[src/rtl/inst_fill_unit_pkg.sv]
// Shared CPU definitions: instruction-fill FSM encoding, fill geometry and
// instruction-cache geometry constants.
package inst_fill_unit_pkg;

  typedef enum logic [1:0] {
    StIdle  = 2'd0,
    StFetch = 2'd1,
    StDone  = 2'd2
  } fill_state_e;

  localparam int unsigned WordBytes  = 4;
  localparam int unsigned MemLatency = 1;

  localparam int unsigned ICacheLines  = 256;
  localparam int unsigned ICacheIndexW = $clog2(ICacheLines);
  localparam int unsigned ICacheTagW   = 32 - ICacheIndexW - $clog2(WordBytes);

endpackage

[src/rtl/inst_fill_unit.sv]
// Instruction-cache refill: fetches one aligned word byte-by-byte from RAM and
// presents it to the cache update port as a single-cycle strobe.
module inst_fill_unit
  import inst_fill_unit_pkg::*;
#(
  parameter int unsigned WORD_BYTES  = WordBytes,
  parameter int unsigned MEM_LATENCY = MemLatency
) (
  input  logic        clk_in,
  input  logic        rst_in,
  input  logic        rdy_in,
  input  logic        req_valid,
  input  logic [31:0] req_addr,
  output logic        req_ready,
  input  logic        flush,
  input  logic [7:0]  mem_din,
  output logic [31:0] mem_a,
  output logic        mem_rd,
  output logic        mem_wr,
  output logic        upd_valid,
  output logic [31:0] upd_addr,
  output logic [31:0] upd_data
);

  localparam logic [2:0] WordCnt = 3'(WORD_BYTES);
  localparam logic [2:0] Lat     = 3'(MEM_LATENCY);

  fill_state_e state_q, state_d;
  logic [2:0]  iss_q, iss_d;
  logic [2:0]  cap_q, cap_d;
  logic [31:0] base_q, base_d;
  logic [31:0] data_q, data_d;
  logic [2:0]  iss_off;
  logic        unused_addr_lsb;

  // Word fills are always aligned; the low address bits carry no information.
  assign unused_addr_lsb = ^req_addr[1:0];

  always_ff @(posedge clk_in) begin
    if (rst_in) begin
      state_q <= StIdle;
      iss_q   <= 3'd0;
      cap_q   <= 3'd0;
      base_q  <= 32'd0;
      data_q  <= 32'd0;
    end else begin
      state_q <= state_d;
      iss_q   <= iss_d;
      cap_q   <= cap_d;
      base_q  <= base_d;
      data_q  <= data_d;
    end
  end

  always_comb begin
    state_d = state_q;
    iss_d   = iss_q;
    cap_d   = cap_q;
    base_d  = base_q;
    data_d  = data_q;
    if (rdy_in) begin
      if (flush) begin
        state_d = StIdle;
        iss_d   = 3'd0;
        cap_d   = 3'd0;
      end else begin
        unique case (state_q)
          StIdle: begin
            if (req_valid) begin
              state_d = StFetch;
              base_d  = {req_addr[31:2], 2'b00};
              iss_d   = 3'd0;
              cap_d   = 3'd0;
            end
          end
          StFetch: begin
            if (iss_q < WordCnt) iss_d = iss_q + 3'd1;
            // A byte is on mem_din once its address has been out for MEM_LATENCY cycles.
            if ((cap_q + Lat) <= iss_q) begin
              for (int k = 0; k < int'(WORD_BYTES); k++) begin
                if (cap_q == 3'(k)) data_d[8*k +: 8] = mem_din;
              end
              cap_d = cap_q + 3'd1;
              if (cap_q == WordCnt - 3'd1) state_d = StDone;
            end
          end
          StDone: begin
            state_d = StIdle;
            iss_d   = 3'd0;
            cap_d   = 3'd0;
          end
          default: state_d = StIdle;
        endcase
      end
    end else if (state_q == StFetch) begin
      // A stall abandons the burst; it is reissued from byte 0 when rdy_in returns.
      iss_d = 3'd0;
      cap_d = 3'd0;
    end
  end

  assign iss_off   = (iss_q < WordCnt) ? iss_q : (WordCnt - 3'd1);
  assign mem_a     = base_q + {29'd0, iss_off};
  assign mem_rd    = rdy_in && (state_q == StFetch) && (iss_q < WordCnt);
  assign mem_wr    = 1'b0;
  assign req_ready = (state_q == StIdle);
  assign upd_valid = rdy_in && !flush && (state_q == StDone);
  assign upd_addr  = base_q;
  assign upd_data  = data_q;

endmodule
[config.mk]
export PLATFORM = sky130hd
export DESIGN_NAME = inst_fill_unit
export DESIGN_NICKNAME = d
export VERILOG_FILES = /design/src/rtl/inst_fill_unit_pkg.sv /design/src/rtl/inst_fill_unit.sv
export SDC_FILE = /design/constraint.sdc
export NUM_CORES = 1
export LEC_CHECK = 0
export CORE_MARGIN = 2
export CORE_UTILIZATION = 38
export CTS_CLUSTER_DIAMETER = 200
export DETAILED_ROUTE_END_ITERATION = 8
export PLACE_DENSITY_LB_ADDON = 0.3
export SYNTH_ARGS = -nofsm -noshare
export SYNTH_HDL_FRONTEND = slang
export SYNTH_SLANG_ARGS = --single-unit
[constraint.sdc]
create_clock -name clk_in -period 2.16 [get_ports clk_in]
set_clock_uncertainty 0.05 [all_clocks]
set_input_delay 0.324 -clock clk_in [delete_from_list [all_inputs] [get_ports clk_in]]
set_output_delay 0.324 -clock clk_in [all_outputs]
set_load 0.02 [all_outputs]
==> results.md <==
- Outcome: finished with violations
- Failing checks: setup timing
- Number of synthesis warnings: 0
- Post-DP HPWL: 6003 µm
- Skew-Pair Late Insertion Delay: 330 ps
- Crit path capture: upd_data[28]
- Hold-fix buffers, CTS: 0
- Vias per cell: 4.723
- Fillers: 722
- Post-synth ARST share: 0%
- Reg2reg start: cap_q[1]
- Clock Power Share: 44.4%
- Logic gate share of total power: 11.6%
- Mean Syn Cell Area: 9.102 µm²
- Non-filler cells, final: 588
- Max Slew Vio Count: 0
- CP Class: register to register
- Max IR drop VDD: 300.8 µV
- Antenna violations before repair: 0
- Period minus WS final: 2164 ps
- Post-synthesis sequential area ratio: 42.76%
- First-pass GRT wire length: 13,760 µm
- WL/cell: 14.50 µm
- Vias in the first global route: 2,777
- Initial Util: 39.48%
- Int Pwr: 2.326 mW
- Worst Setup End Kind: register
- Seq. cell area: 0.001404 mm²
- Post-Place Worst Slack: -173.7 ps
- GP Congestion: 0.7502
- Placed cell area: 0.004606 mm²
- Fin area: 0.005011 mm²
- CP Launch Type: register
- Largest net degree at the start of global routing: 63
- CTS root buffer: clkbuf_8
- Multi-input gate area: 0.001618 mm²
- Total power: 3.011 mW
- Share of cells above drive strength 1: 13.04%
- Area growth syn-to-layout: 52.92%
- Die width: 96.86 µm
- Die Y: 96.86 µm
- Final Worst Setup Slack: -3.762 ps
- CTS sink cnt: 70
- Post-synth EDFFs: 0
- Leak: 1.862 nW
- Net count, final: 536
- Worst Path Required: 2370 ps
- GRT overflow: 0
- Worst slew pin tran: 895.9 ps
- Mapped Cells: 360
- PD cells: 600.8 mW/mm²
- Reg2Reg Depth: 10
- CTS tree: built
- ANT cells: 0
- Sequential Power Share: 44.0%
- Inst Count DP: 572
- ANT nets after route: 0
- Count of standard-cell rows: 33
- Core Area: 0.008299 mm²
- R2R Setup Slk: -4 ps
- Crit Reg-Reg Endpoint: upd_data[28]
- Ports: 145
- Switch share: 22.74%
- CP max FO: 8
- Hold WC Path Type: register to register
- Source of the critical timing path: cap_q[1]
- Clock Path Buffers: 2
- 1st-pass router iterations: 4
- Commonest non-fill, non-tap cell in the layout: clkdlybuf4s50_1
- Fin util: 60.38%
- # DRC: 0
- DR iter-0 viols: 40
- Die Area: 0.009382 mm²
- Prevailing post-synth register cell: dfxtp_1
- Net Switching: 0.6847 mW
- Routed vias: 2,777
- I/O Buffers: 139
- Tot GR Track Use: 17.67%
- CTS H-tree depth: 3
- Syn Std Cell Area: 0.003277 mm²
- Synth unique cells: 37
- #FFs+latches synth: 70
- FMAX: 462.2 MHz
- Worst hold slack: 422.2 ps
- Fin crit share: 100.2%
- Final setup viols: 1
- Arrival @ worst endpoint: 2370 ps
- Max-Cap Viols: 0
- Setup TNS: -3.762 ps
- Num CTS Buffers: 9
- RSZ-0062 raised after global routing: true
- Endpoints failing hold: 0
- CTS clk-pin slew, worst paths: 80 ps
- Slew HR: 40.27%
- Commonest cells after routing, fill and taps aside: clkdlybuf4s50_1 (136), dfxtp_1 (68), nand2_1 (65), nand2b_1 (45), mux2i_1 (33)
- Final wirelength: 8526 µm
synth_stat cells, types with 2 or more instances:
master	count	area (µm²)
dfxtp_1	70	1401
nand2_1	65	244.0
nand2b_1	45	281.5
a21oi_1	33	165.2
buf_4	33	247.7
mux2i_1	33	330.3
clkbuf_1	13	48.80
ha_1	13	162.7
inv_1	9	33.78
nor2_1	5	18.77
o32ai_1	4	35.03
and3_1	3	18.77
and4_4	3	33.78
buf_2	3	15.01
buf_8	3	45.04
a211oi_1	2	15.01
nand3_1	2	10.01
nand3b_1	2	15.01
state kept, by name, summed over array words and instances (netlist names):
signal and cells:
cap_q 3, iss_q 3, state_q 2, upd_addr 30
upd_data 32
logic make-up after synthesis:
kind of cell	share of synthesized area, %
other cells	0.1144
compound gates	8.400
fa+ha+maj	4.964
flops	42.76
buf+inv	12.03
mux	10.08
simple gates	21.65
how the worst min path moves through the flow:
stage                 start      endpoint  slack (ps)  cells past startpoint
6_report       upd_addr[16]  upd_addr[16]         420                      2
3_5_place_dp   upd_data[18]  upd_data[18]         410                      2
5_1_grt         upd_addr[3]   upd_addr[3]         440                      2
4_1_cts        upd_addr[16]  upd_addr[16]         430                      2
2_1_floorplan  req_addr[10]  upd_addr[10]         410                      2
3_3_place_gp   upd_data[16]  upd_data[16]         410                      2
per-layer routing:
metal	routed length, µm	up-vias	share of wire, %	GRT usage (%)
met4	85	0	1.0	5.525
li1	-	1385	-	-
met3	525	7	6.2	5.202
met1	3683	1293	43	21.10
met5	0	-	0	0
met2	4231	92	50	30.50
power by group through the flow:
stage / clock network [mW] / logic [mW] / registers, mW
6_report: 1.34 / 0.348 / 1.33
5_1_grt: 1.41 / 0.374 / 1.33
4_1_cts: 1.35 / 0.350 / 1.33
3_5_place_dp: 0 / 0.344 / 1.36
3_3_place_gp: 0 / 0.340 / 1.36
2_1_floorplan: 0 / 0.164 / 1.38
repair_timing:
action                     CTS  global route
pin swaps                    6             8
buffers inserted             1             0
gates resized for setup     14            11
setup endpoints to repair   37            15
layout make-up:
type / count / area share [%]
inverter: 10 / 0.7990
clock buffer: 11 / 3.021
sequential: 70 / 28.02
multi-input combinational: 230 / 32.28
timing repair buffer: 157 / 31.19
tap: 105 / 2.622
clock inverter: 5 / 2.072
worst max-delay path: stages (launching register included):
cell and delay (ps):
dfxtp_2 340, ha_4 160, ha_4 280, inv_4 40
ha_4 270, nand3b_1 130, a21o_4 260, buf_4 150
nand3_4 80, buf_12 140, mux2i_1 190
(Power assumes the default switching activity.)
